File: src/rtl/vram_reader_pkg.sv
// Shared types and constants for the VRAM frame reader.
// Optional feature macro: VRAM_READER_CHECKSUM_EN (adds the CSUM state).
package vram_reader_pkg;

    // Frame sequencer states.
    typedef enum logic [1:0] {
        S_IDLE  = 2'd0,
        S_RUN   = 2'd1,
        S_DRAIN = 2'd2
`ifdef VRAM_READER_CHECKSUM_EN
        ,
        S_CSUM  = 2'd3
`endif
    } state_t;

    // Output buffer depth; also the cap on buffered + in-flight reads.
    localparam int BUF_DEPTH = 2;

    // 40x25 text screen.
    localparam int DEFAULT_FRAME_LEN = 1000;

endpackage

File: src/rtl/vram_skid_buffer.sv
// Two-entry fall-through valid/ready buffer between the RAM read port and
// the byte stream. An incoming word is passed straight through when the
// buffer is empty and the consumer is ready; otherwise it is stored.
// Occupancy is exported so the reader can throttle read issue.
module vram_skid_buffer
    import vram_reader_pkg::*;
#(
    parameter int WIDTH = 8
) (
    input  logic             clk,
    input  logic             rst_n,
    input  logic             in_valid,
    input  logic [WIDTH-1:0] in_data,
    output logic             out_valid,
    output logic [WIDTH-1:0] out_data,
    input  logic             out_ready,
    output logic [1:0]       count
);

    logic [WIDTH-1:0] mem [BUF_DEPTH];
    logic             rd_ptr;
    logic             wr_ptr;
    logic             push;
    logic             pop;

    assign out_valid = (count != 2'd0) || in_valid;
    assign out_data  = (count != 2'd0) ? mem[rd_ptr] : (in_valid ? in_data : '0);
    assign pop       = out_ready && (count != 2'd0);
    assign push      = in_valid && !((count == 2'd0) && out_ready);

    // Storage array; contents are don't-care while the entry is empty.
    always_ff @(posedge clk) begin
        if (push) begin
            mem[wr_ptr] <= in_data;
        end
    end

    // Pointers and occupancy.
    always_ff @(posedge clk) begin
        if (!rst_n) begin
            rd_ptr <= 1'b0;
            wr_ptr <= 1'b0;
            count  <= 2'd0;
        end else begin
            if (push) wr_ptr <= ~wr_ptr;
            if (pop)  rd_ptr <= ~rd_ptr;
            case ({push, pop})
                2'b10:   count <= count + 2'd1;
                2'b01:   count <= count - 2'd1;
                default: count <= count;
            endcase
        end
    end

endmodule

File: src/rtl/vram_frame_reader.sv
// Read-side frame sequencer for the snooped VRAM. On start it walks
// FRAME_LEN consecutive addresses (wrapping at 2**ADDR_WIDTH) through the
// synchronous RAM read port and streams the words out.
// Optional feature macro: VRAM_READER_CHECKSUM_EN appends a sum beat.
//
// Stream handshake: a beat transfers on any cycle where out_valid and
// out_ready are both high; once out_valid rises it stays high with
// out_data/out_last unchanged until that transfer happens.
module vram_frame_reader
    import vram_reader_pkg::*;
#(
    parameter int DATA_WIDTH = 8,
    parameter int ADDR_WIDTH = 11,
    parameter int FRAME_LEN  = DEFAULT_FRAME_LEN
) (
    input  logic                  clk,
    input  logic                  rst_n,
    input  logic                  start,
    input  logic [ADDR_WIDTH-1:0] base_addr,
    output logic [ADDR_WIDTH-1:0] read_addr,
    input  logic [DATA_WIDTH-1:0] read_q,
    output logic [DATA_WIDTH-1:0] out_data,
    output logic                  out_valid,
    input  logic                  out_ready,
    output logic                  out_last,
    output logic                  busy,
    output logic                  done,
    output logic [1:0]            dbg_state
);

    localparam logic [ADDR_WIDTH:0]   LAST_IDX = (ADDR_WIDTH+1)'(FRAME_LEN - 1);
    localparam logic [ADDR_WIDTH:0]   CNT_ONE  = (ADDR_WIDTH+1)'(1);
    localparam logic [ADDR_WIDTH-1:0] ADDR_ONE = ADDR_WIDTH'(1);

    state_t                state;
    state_t                state_nx;
    logic [ADDR_WIDTH:0]   issue_cnt;   // reads issued this frame
    logic [ADDR_WIDTH:0]   beat_cnt;    // data beats accepted this frame
    logic                  inflight;    // read_q carries a word this cycle
    logic [1:0]            buf_count;
    logic                  buf_valid;
    logic [DATA_WIDTH-1:0] buf_data;
    logic                  buf_ready;
    logic                  start_ok;
    logic                  issue;
    logic                  data_fire;
    logic                  last_data;
`ifdef VRAM_READER_CHECKSUM_EN
    logic [DATA_WIDTH-1:0] sum_q;
`endif

    // A start in the done cycle is dropped so back-to-back frames need a gap.
    assign start_ok  = (state == S_IDLE) && start && !done;
    assign issue     = (state == S_RUN) &&
                       (({1'b0, buf_count} + {2'b00, inflight}) < 3'(BUF_DEPTH));
    assign last_data = (beat_cnt == LAST_IDX);
`ifdef VRAM_READER_CHECKSUM_EN
    assign buf_ready = out_ready && (state != S_CSUM);
`else
    assign buf_ready = out_ready;
`endif
    assign data_fire = buf_valid && buf_ready;
    assign busy      = (state != S_IDLE);
    assign dbg_state = state;

    vram_skid_buffer #(.WIDTH(DATA_WIDTH)) u_skid (
        .clk       (clk),
        .rst_n     (rst_n),
        .in_valid  (inflight),
        .in_data   (read_q),
        .out_valid (buf_valid),
        .out_data  (buf_data),
        .out_ready (buf_ready),
        .count     (buf_count)
    );

    // State register.
    always_ff @(posedge clk) begin
        if (!rst_n) state <= S_IDLE;
        else        state <= state_nx;
    end

    // Next state and stream outputs.
    always_comb begin
        state_nx  = state;
        out_valid = buf_valid;
        out_data  = buf_data;
`ifdef VRAM_READER_CHECKSUM_EN
        out_last  = 1'b0;
`else
        out_last  = buf_valid && last_data;
`endif
        case (state)
            S_IDLE:  if (start_ok) state_nx = S_RUN;
            S_RUN:   if (issue && (issue_cnt == LAST_IDX)) state_nx = S_DRAIN;
            S_DRAIN: begin
                if (data_fire && last_data) begin
`ifdef VRAM_READER_CHECKSUM_EN
                    state_nx = S_CSUM;
`else
                    state_nx = S_IDLE;
`endif
                end
            end
`ifdef VRAM_READER_CHECKSUM_EN
            S_CSUM: begin
                out_valid = 1'b1;
                out_data  = sum_q;
                out_last  = 1'b1;
                if (out_ready) state_nx = S_IDLE;
            end
`endif
            default: state_nx = S_IDLE;
        endcase
    end

    // Address walk, frame counters, read-in-flight flag and done pulse.
    always_ff @(posedge clk) begin
        if (!rst_n) begin
            read_addr <= '0;
            issue_cnt <= '0;
            beat_cnt  <= '0;
            inflight  <= 1'b0;
            done      <= 1'b0;
`ifdef VRAM_READER_CHECKSUM_EN
            sum_q     <= '0;
`endif
        end else begin
            inflight <= issue;
            done     <= (state != S_IDLE) && (state_nx == S_IDLE);
            if (start_ok) begin
                read_addr <= base_addr;
                issue_cnt <= '0;
                beat_cnt  <= '0;
`ifdef VRAM_READER_CHECKSUM_EN
                sum_q     <= '0;
`endif
            end else begin
                if (issue) begin
                    read_addr <= read_addr + ADDR_ONE;
                    issue_cnt <= issue_cnt + CNT_ONE;
                end
                if (data_fire) begin
                    beat_cnt <= beat_cnt + CNT_ONE;
`ifdef VRAM_READER_CHECKSUM_EN
                    sum_q    <= sum_q + buf_data;
`endif
                end
            end
        end
    end

endmodule
File: config.mk
export PLATFORM = sky130hd
export DESIGN_NAME = vram_frame_reader
export DESIGN_NICKNAME = d
export VERILOG_FILES = /design/src/rtl/vram_reader_pkg.sv /design/src/rtl/vram_skid_buffer.sv /design/src/rtl/vram_frame_reader.sv
export SDC_FILE = /design/constraint.sdc
export NUM_CORES = 1
export LEC_CHECK = 0
export CORE_UTILIZATION = 42
export CTS_CLUSTER_SIZE = 14
export DETAILED_ROUTE_END_ITERATION = 10
export PLACE_DENSITY = 0.7
export SYNTH_ARGS = -nofsm -noshare
export SYNTH_HDL_FRONTEND = slang
export SYNTH_SLANG_ARGS = --single-unit
File: constraint.sdc
create_clock -name clk -period 5.2 [get_ports clk]
set_input_delay 1.56 -clock clk [delete_from_list [all_inputs] [get_ports clk]]
set_output_delay 1.56 -clock clk [all_outputs]
set_load 0.05 [all_outputs]
==> metrics.yaml, run 1 <==
rows: 29
finalSetupViolCount: 0
worstHoldPathType: "reg2reg"
end_kind: "output port"
finalPower_mw: 1.10
fmax_ghz: 0.214
synthTopCellsByArea: "dfxtp_1 32%, edfxtp_1 17%, xnor2_1 5.7%"
antenna_cells: 0
critical_path.max_fanout: 3
finalClockSkew_ns: 0.00769
ant_nets: 0
cpMaxStageDelayCell: "clkdlybuf4s50_1"
rr_endpoint: "issue_cnt[0]"
grt_pass1_vias: 2139
cp-startpoint: "read_q[0]"
syn_area_per_cell_um2: 9.56
die_h_um: 83.4
core-area_um2: 6390
syn_area_um2: 2780
p_per_area_nw_per_um2: 320
clkTransAtPathRegs_ns: 0.06
use_met2_pct: 25.8
htreeDepth: 3
hold_viol: 0
cts_buffer_depth: 2
drv_slew: 0
cts_buffers: 9
wl_per_cell_um: 13.2
wl_um: 5530
crit_top_cell: "clkdlybuf4s50_1"
setup_tns_ns: 0
seq_area_frac_synth_pct: 48.9
overflow: 0
rsz0062_at_grt: "false"
ys_warn_count: 0
clockRootBuffer: "clkbuf_8"
grt_pass1_wl_um: 9490
synthArstFlopShare_pct: 0
synth_fp_nets: 318
vias_per_cell: 5.48
cts_hold_buf: 0
max-vdd-ir-drop_mv: 0.164
synth_top_area_share_pct: 31.7
crit_end: "out_data[0]"
worstSkewPairLatency_ns: 0.33
dieWidth_um: 83.4
portBuffers: 47
p_leak_nw: 1.09
post_cts_buffers: 0
worst_r2r_path_depth: 4
nets: 363
drc: 0
synth_seq_cells: 60
synth.distinct_cells: 43
firstDrtPassIters: 4
finalCritPeriodShare_pct: 89.9
dieArea_um2: 6950
crit_type: "in2out"
start_util_pct: 43.6
status: "completed"
post_cts_resized: 0
use_met3_pct: 4.27
synth-edff-count: 16
use_met1_pct: 22.8
via_count: 2291
synth_largest_area_cell: "dfxtp_1"
drt-initial-drc-count: 85
cts.sinks: 60
antenna_found_initial: 0
synthFlopType: "dfxtp_1"
crit_required_ns: 3.64
grtUsageTotal_pct: 17.1
final_cell_mix: "47 x clkdlybuf4s50_1, 44 x dfxtp_1, 27 x o21ai_0, 22 x nor2_1, 19 x nand3_1"
grt_max_degree: 25
period_needed_ns: 4.68
ff2ff_setup_slack_ns: 2.79
final_common_cell: "clkdlybuf4s50_1"
cp_cell_sequence: "clkdlybuf4s50_1, nand3_1, o21ai_0, clkdlybuf4s50_1"
cts_tree: "built"
cap_violations: 0
synth_cells: 291
setup.worst_path.start_class: "input pin"
arrival_ns: 3.12
slew-limit-headroom_pct: 33.4
dp_hpwl_um: 3840
n_fill_cell: 598
grt_busiest_layer: "met2"
critPathMaxStageDelay_ns: 0.82
worst_slew_pin_slew_ns: 0.995
rr_startpoint: "dbg_state[1]"
place.gp.congestion: 0.760
areaGrowthSynthToFinish_pct: 23.8
ios: 48
drive_gt1_share_pct: 5.57
[state kept, by name, indices dropped and copies added, names as in the netlist, named ones only]
signal         flops
done               1
issue_cnt         12
u_skid.wr_ptr      1
u_skid.rd_ptr      1
dbg_state          2
u_skid.mem        16
inflight           1
beat_cnt          12
read_addr         11
u_skid.count       2
[worst max-delay path, delay by kind of cell]
kind | cells | cell delay, ns
and+or+nand+nor | 1 | 0.08
buffers and inverters | 2 | 1.35
AOI/OAI and AO/OA | 1 | 0.11
[worst min-delay path by stage]
stage | start | slack [ns] | endpoint | cells after the start
2_1_floorplan | issue_cnt[11] | 0.45 | issue_cnt[11] | 2
3_3_place_gp | issue_cnt[11] | 0.46 | issue_cnt[11] | 2
3_5_place_dp | issue_cnt[11] | 0.48 | issue_cnt[11] | 2
4_1_cts | issue_cnt[11] | 0.49 | issue_cnt[11] | 2
5_1_grt | read_addr[10] | 0.53 | read_addr[10] | 2
6_report | issue_cnt[11] | 0.48 | issue_cnt[11] | 2
[power by group]
group          total [mW]  leakage [nW]  internal [mW]  switching, mW
combinational       0.237         0.515         0.0894          0.148
clock               0.342        0.0768          0.169          0.172
sequential          0.523         0.503          0.498         0.0253
total                1.10          1.09          0.757          0.345
[cells in the mapped netlist, drive strengths merged, types with 8 or more instances]
library cell / count
dfxtp: 44
o21ai: 27
nor2: 22
nand3: 19
xnor2: 18
edfxtp: 16
nand2: 16
a21oi: 11
clkbuf: 10
mux2i: 10
nor4: 10
nand4: 8
or3: 8
[per-stage QoR]
stage	area, um^2	cells	hold WS, ns	utilization (%)	setup WS, ns
after detailed placement	3280	402	0.475	51.4	0.536
after global placement	3280	402	0.464	51.4	0.557
after global routing	3440	418	0.531	53.9	0.473
final	3440	418	0.482	53.9	0.523
after CTS	3440	418	0.486	53.9	0.531
after floorplan	2780	291	0.452	-	0.972
[routing by layer]
| layer | wire length, um | up-vias |
|---|---|---|
| met3 | 252 | 12 |
| met2 | 2440 | 47 |
| met4 | 101 | 0 |
| met5 | 0 | - |
| met1 | 2730 | 1068 |
| li1 | - | 1164 |
[final cells by class]
cell class	instances	area [um^2]	area share (%)
multi-input cells	213	1340	38.8
repair buffers	47	470	13.7
inverters	5	18.8	0.545
well taps	77	96.3	2.80
clock inverters	5	28.8	0.836
flip-flops and latches	60	1360	39.5
clock buffers	11	131	3.82
[logic make-up after synthesis]
group                    Yosys count  share of synthesized area (%)
AND/OR/NAND/NOR                  117                           23.0
AO/OA/AOI/OAI                     60                           12.7
flip-flops                        60                           48.9
XOR/XNOR                          22                           6.93
buffers and inverters             18                           3.01
multiplexers                      10                           3.60
adder cells (fa/ha/maj)            4                           1.80
Power figures use the tool's default switching activity.
==> inputs of run 2 (changes only) <==
--- a/config.mk
+++ b/config.mk
@@ -6,6 +6,7 @@
 export NUM_CORES = 1
 export LEC_CHECK = 0
 export CORE_UTILIZATION = 42
+export CTS_BUF_LIST = sky130_fd_sc_hd__clkbuf_8
 export CTS_CLUSTER_SIZE = 14
 export DETAILED_ROUTE_END_ITERATION = 10
 export PLACE_DENSITY = 0.7
==> constraint.sdc (replaced) <==
create_clock -name clk -period 5.2 [get_ports clk]
set_input_delay 1.56 -clock clk [delete_from_list [all_inputs] [get_ports clk]]
set_output_delay 1.56 -clock clk [all_outputs]
set_load 0.02 [all_outputs]
==> metrics.yaml, run 2 (synthesized netlist as in run 1, its figures left out) <==
die_h_um: 83.4  # unchanged
reg_top3: "u_skid.mem x16, beat_cnt x12, issue_cnt x12"  # unchanged
portBuffers: 47  # unchanged
core-area_um2: 6390  # unchanged
setup.worst_path.start_class: "input pin"  # unchanged
grt_pass1_wl_um: 9520  # was 9490 um
cap_violations: 0  # unchanged
slew-limit-headroom_pct: 35.0  # was 33.4%
p_per_area_nw_per_um2: 315  # was 320 nW/um^2
cts_tree: "built"  # unchanged
htreeDepth: 3  # unchanged
cts_buffers: 9  # unchanged
ant_nets: 0  # unchanged
final_common_cell: "clkdlybuf4s50_1"  # unchanged
clkTransAtPathRegs_ns: 0.06  # about the same
p_leak_nw: 1.11  # was 1.09 nW
drive_gt1_share_pct: 5.57  # unchanged
critical_path.max_fanout: 3  # unchanged
finalSetupViolCount: 0  # unchanged
post_cts_buffers: 0  # unchanged
wl_per_cell_um: 13.2  # about the same
grtUsageTotal_pct: 16.9  # was 17.1%
largest_register_ffs: 16  # unchanged
finalClockSkew_ns: 0.00645  # was 0.00769 ns
post_cts_resized: 0  # unchanged
status: "completed"  # unchanged
wl_um: 5510  # was 5530 um
finalNonFillerCells: 418  # unchanged
drv_slew: 0  # unchanged
end_kind: "output port"  # unchanged
place.gp.congestion: 0.756  # was 0.760
rows: 29  # unchanged
drc: 0  # unchanged
firstDrtPassIters: 4  # unchanged
antenna_cells: 0  # unchanged
areaGrowthSynthToFinish_pct: 24.6  # was 23.8%
final_cell_mix: "47 x clkdlybuf4s50_1, 44 x dfxtp_1, 27 x o21ai_0, 22 x nor2_1, 19 x nand3_1"  # unchanged
dieArea_um2: 6950  # unchanged
hold_viol: 0  # unchanged
dieWidth_um: 83.4  # unchanged
start_util_pct: 43.6  # unchanged
via_count: 2260  # was 2291
antenna_found_initial: 0  # unchanged
cts_hold_buf: 0  # unchanged
dp_cells: 402  # unchanged
finalCritPeriodShare_pct: 86.0  # was 89.9%
worst_slew_pin_slew_ns: 0.972  # was 0.995 ns
ios: 48  # unchanged
vias_per_cell: 5.41  # was 5.48
setup_tns_ns: 0  # unchanged
clockRootBuffer: "clkbuf_8"  # unchanged
max-vdd-ir-drop_mv: 0.165  # was 0.164 mV
finalPower_mw: 1.09  # was 1.10 mW
worstSkewPairLatency_ns: 0.33  # about the same
drt-initial-drc-count: 79  # was 85
top_register: "u_skid.mem"  # unchanged
crit_type: "in2out"  # unchanged
period_needed_ns: 4.47  # was 4.68 ns
arrival_ns: 2.91  # was 3.12 ns
nets: 363  # unchanged
grt_max_degree: 25  # unchanged
overflow: 0  # unchanged
cts_buffer_depth: 2  # unchanged
rsz0062_at_grt: "false"  # unchanged
dp_hpwl_um: 3740  # was 3840 um
cts.sinks: 60  # unchanged
fmax_ghz: 0.223  # was 0.214 GHz
grt_pass1_vias: 2130  # was 2139
crit_required_ns: 3.64  # about the same
worstHoldPathType: "reg2reg"  # unchanged
==> run 2: critical path, stage by stage <==
cell             delay [ns]
clkdlybuf4s50_1        0.52
nand3_1                0.09
o21ai_0                0.12
clkdlybuf4s50_1        0.63
==> run 2: power breakdown <==
group	switching [mW]	internal, mW	total [mW]	leakage [nW]
Sequential	0.0261	0.498	0.524	0.503
Combinational	0.0942	0.0898	0.184	0.515
Clock	0.170	0.214	0.384	0.0953
==> run 2: cell type report <==
class / instances / area [um^2]
multi-input cells: 213 / 1340
repair buffers: 47 / 470
fillers: 586 / 2920
well taps: 77 / 96.3
clock inverters: 7 / 58.8
flip-flops and latches: 60 / 1360
clock buffers: 9 / 124
inverters: 5 / 18.8
==> run 2: layer usage <==
layer  track usage (%)  share of wire, %  up-vias
met3              5.47               4.7        7
met4              7.37               1.4        0
met2              25.3                42       51
li1                  -                 -     1171
met5                 0                 0        -
met1              22.4                52     1031
==> run 2: worst paths after layout <==
check,start,to,slack [ns],cells after the start
max,read_q[0],out_data[0],0.73,4
min,issue_cnt[11],issue_cnt[11],0.49,2
max reg2reg,dbg_state[1],issue_cnt[4],2.81,4
min reg2reg,issue_cnt[11],issue_cnt[11],0.49,2
==> run 2: through the flow <==
stage / area, um^2 / util (%) / hold slack [ns] / setup WS [ns]
floorplan: 2780 / - / 0.452 / 1.78
global placement: 3280 / 51.4 / 0.464 / 0.757
detailed placement: 3280 / 51.4 / 0.477 / 0.744
CTS: 3470 / 54.3 / 0.485 / 0.739
global route: 3470 / 54.3 / 0.501 / 0.674
finish: 3470 / 54.3 / 0.487 / 0.725
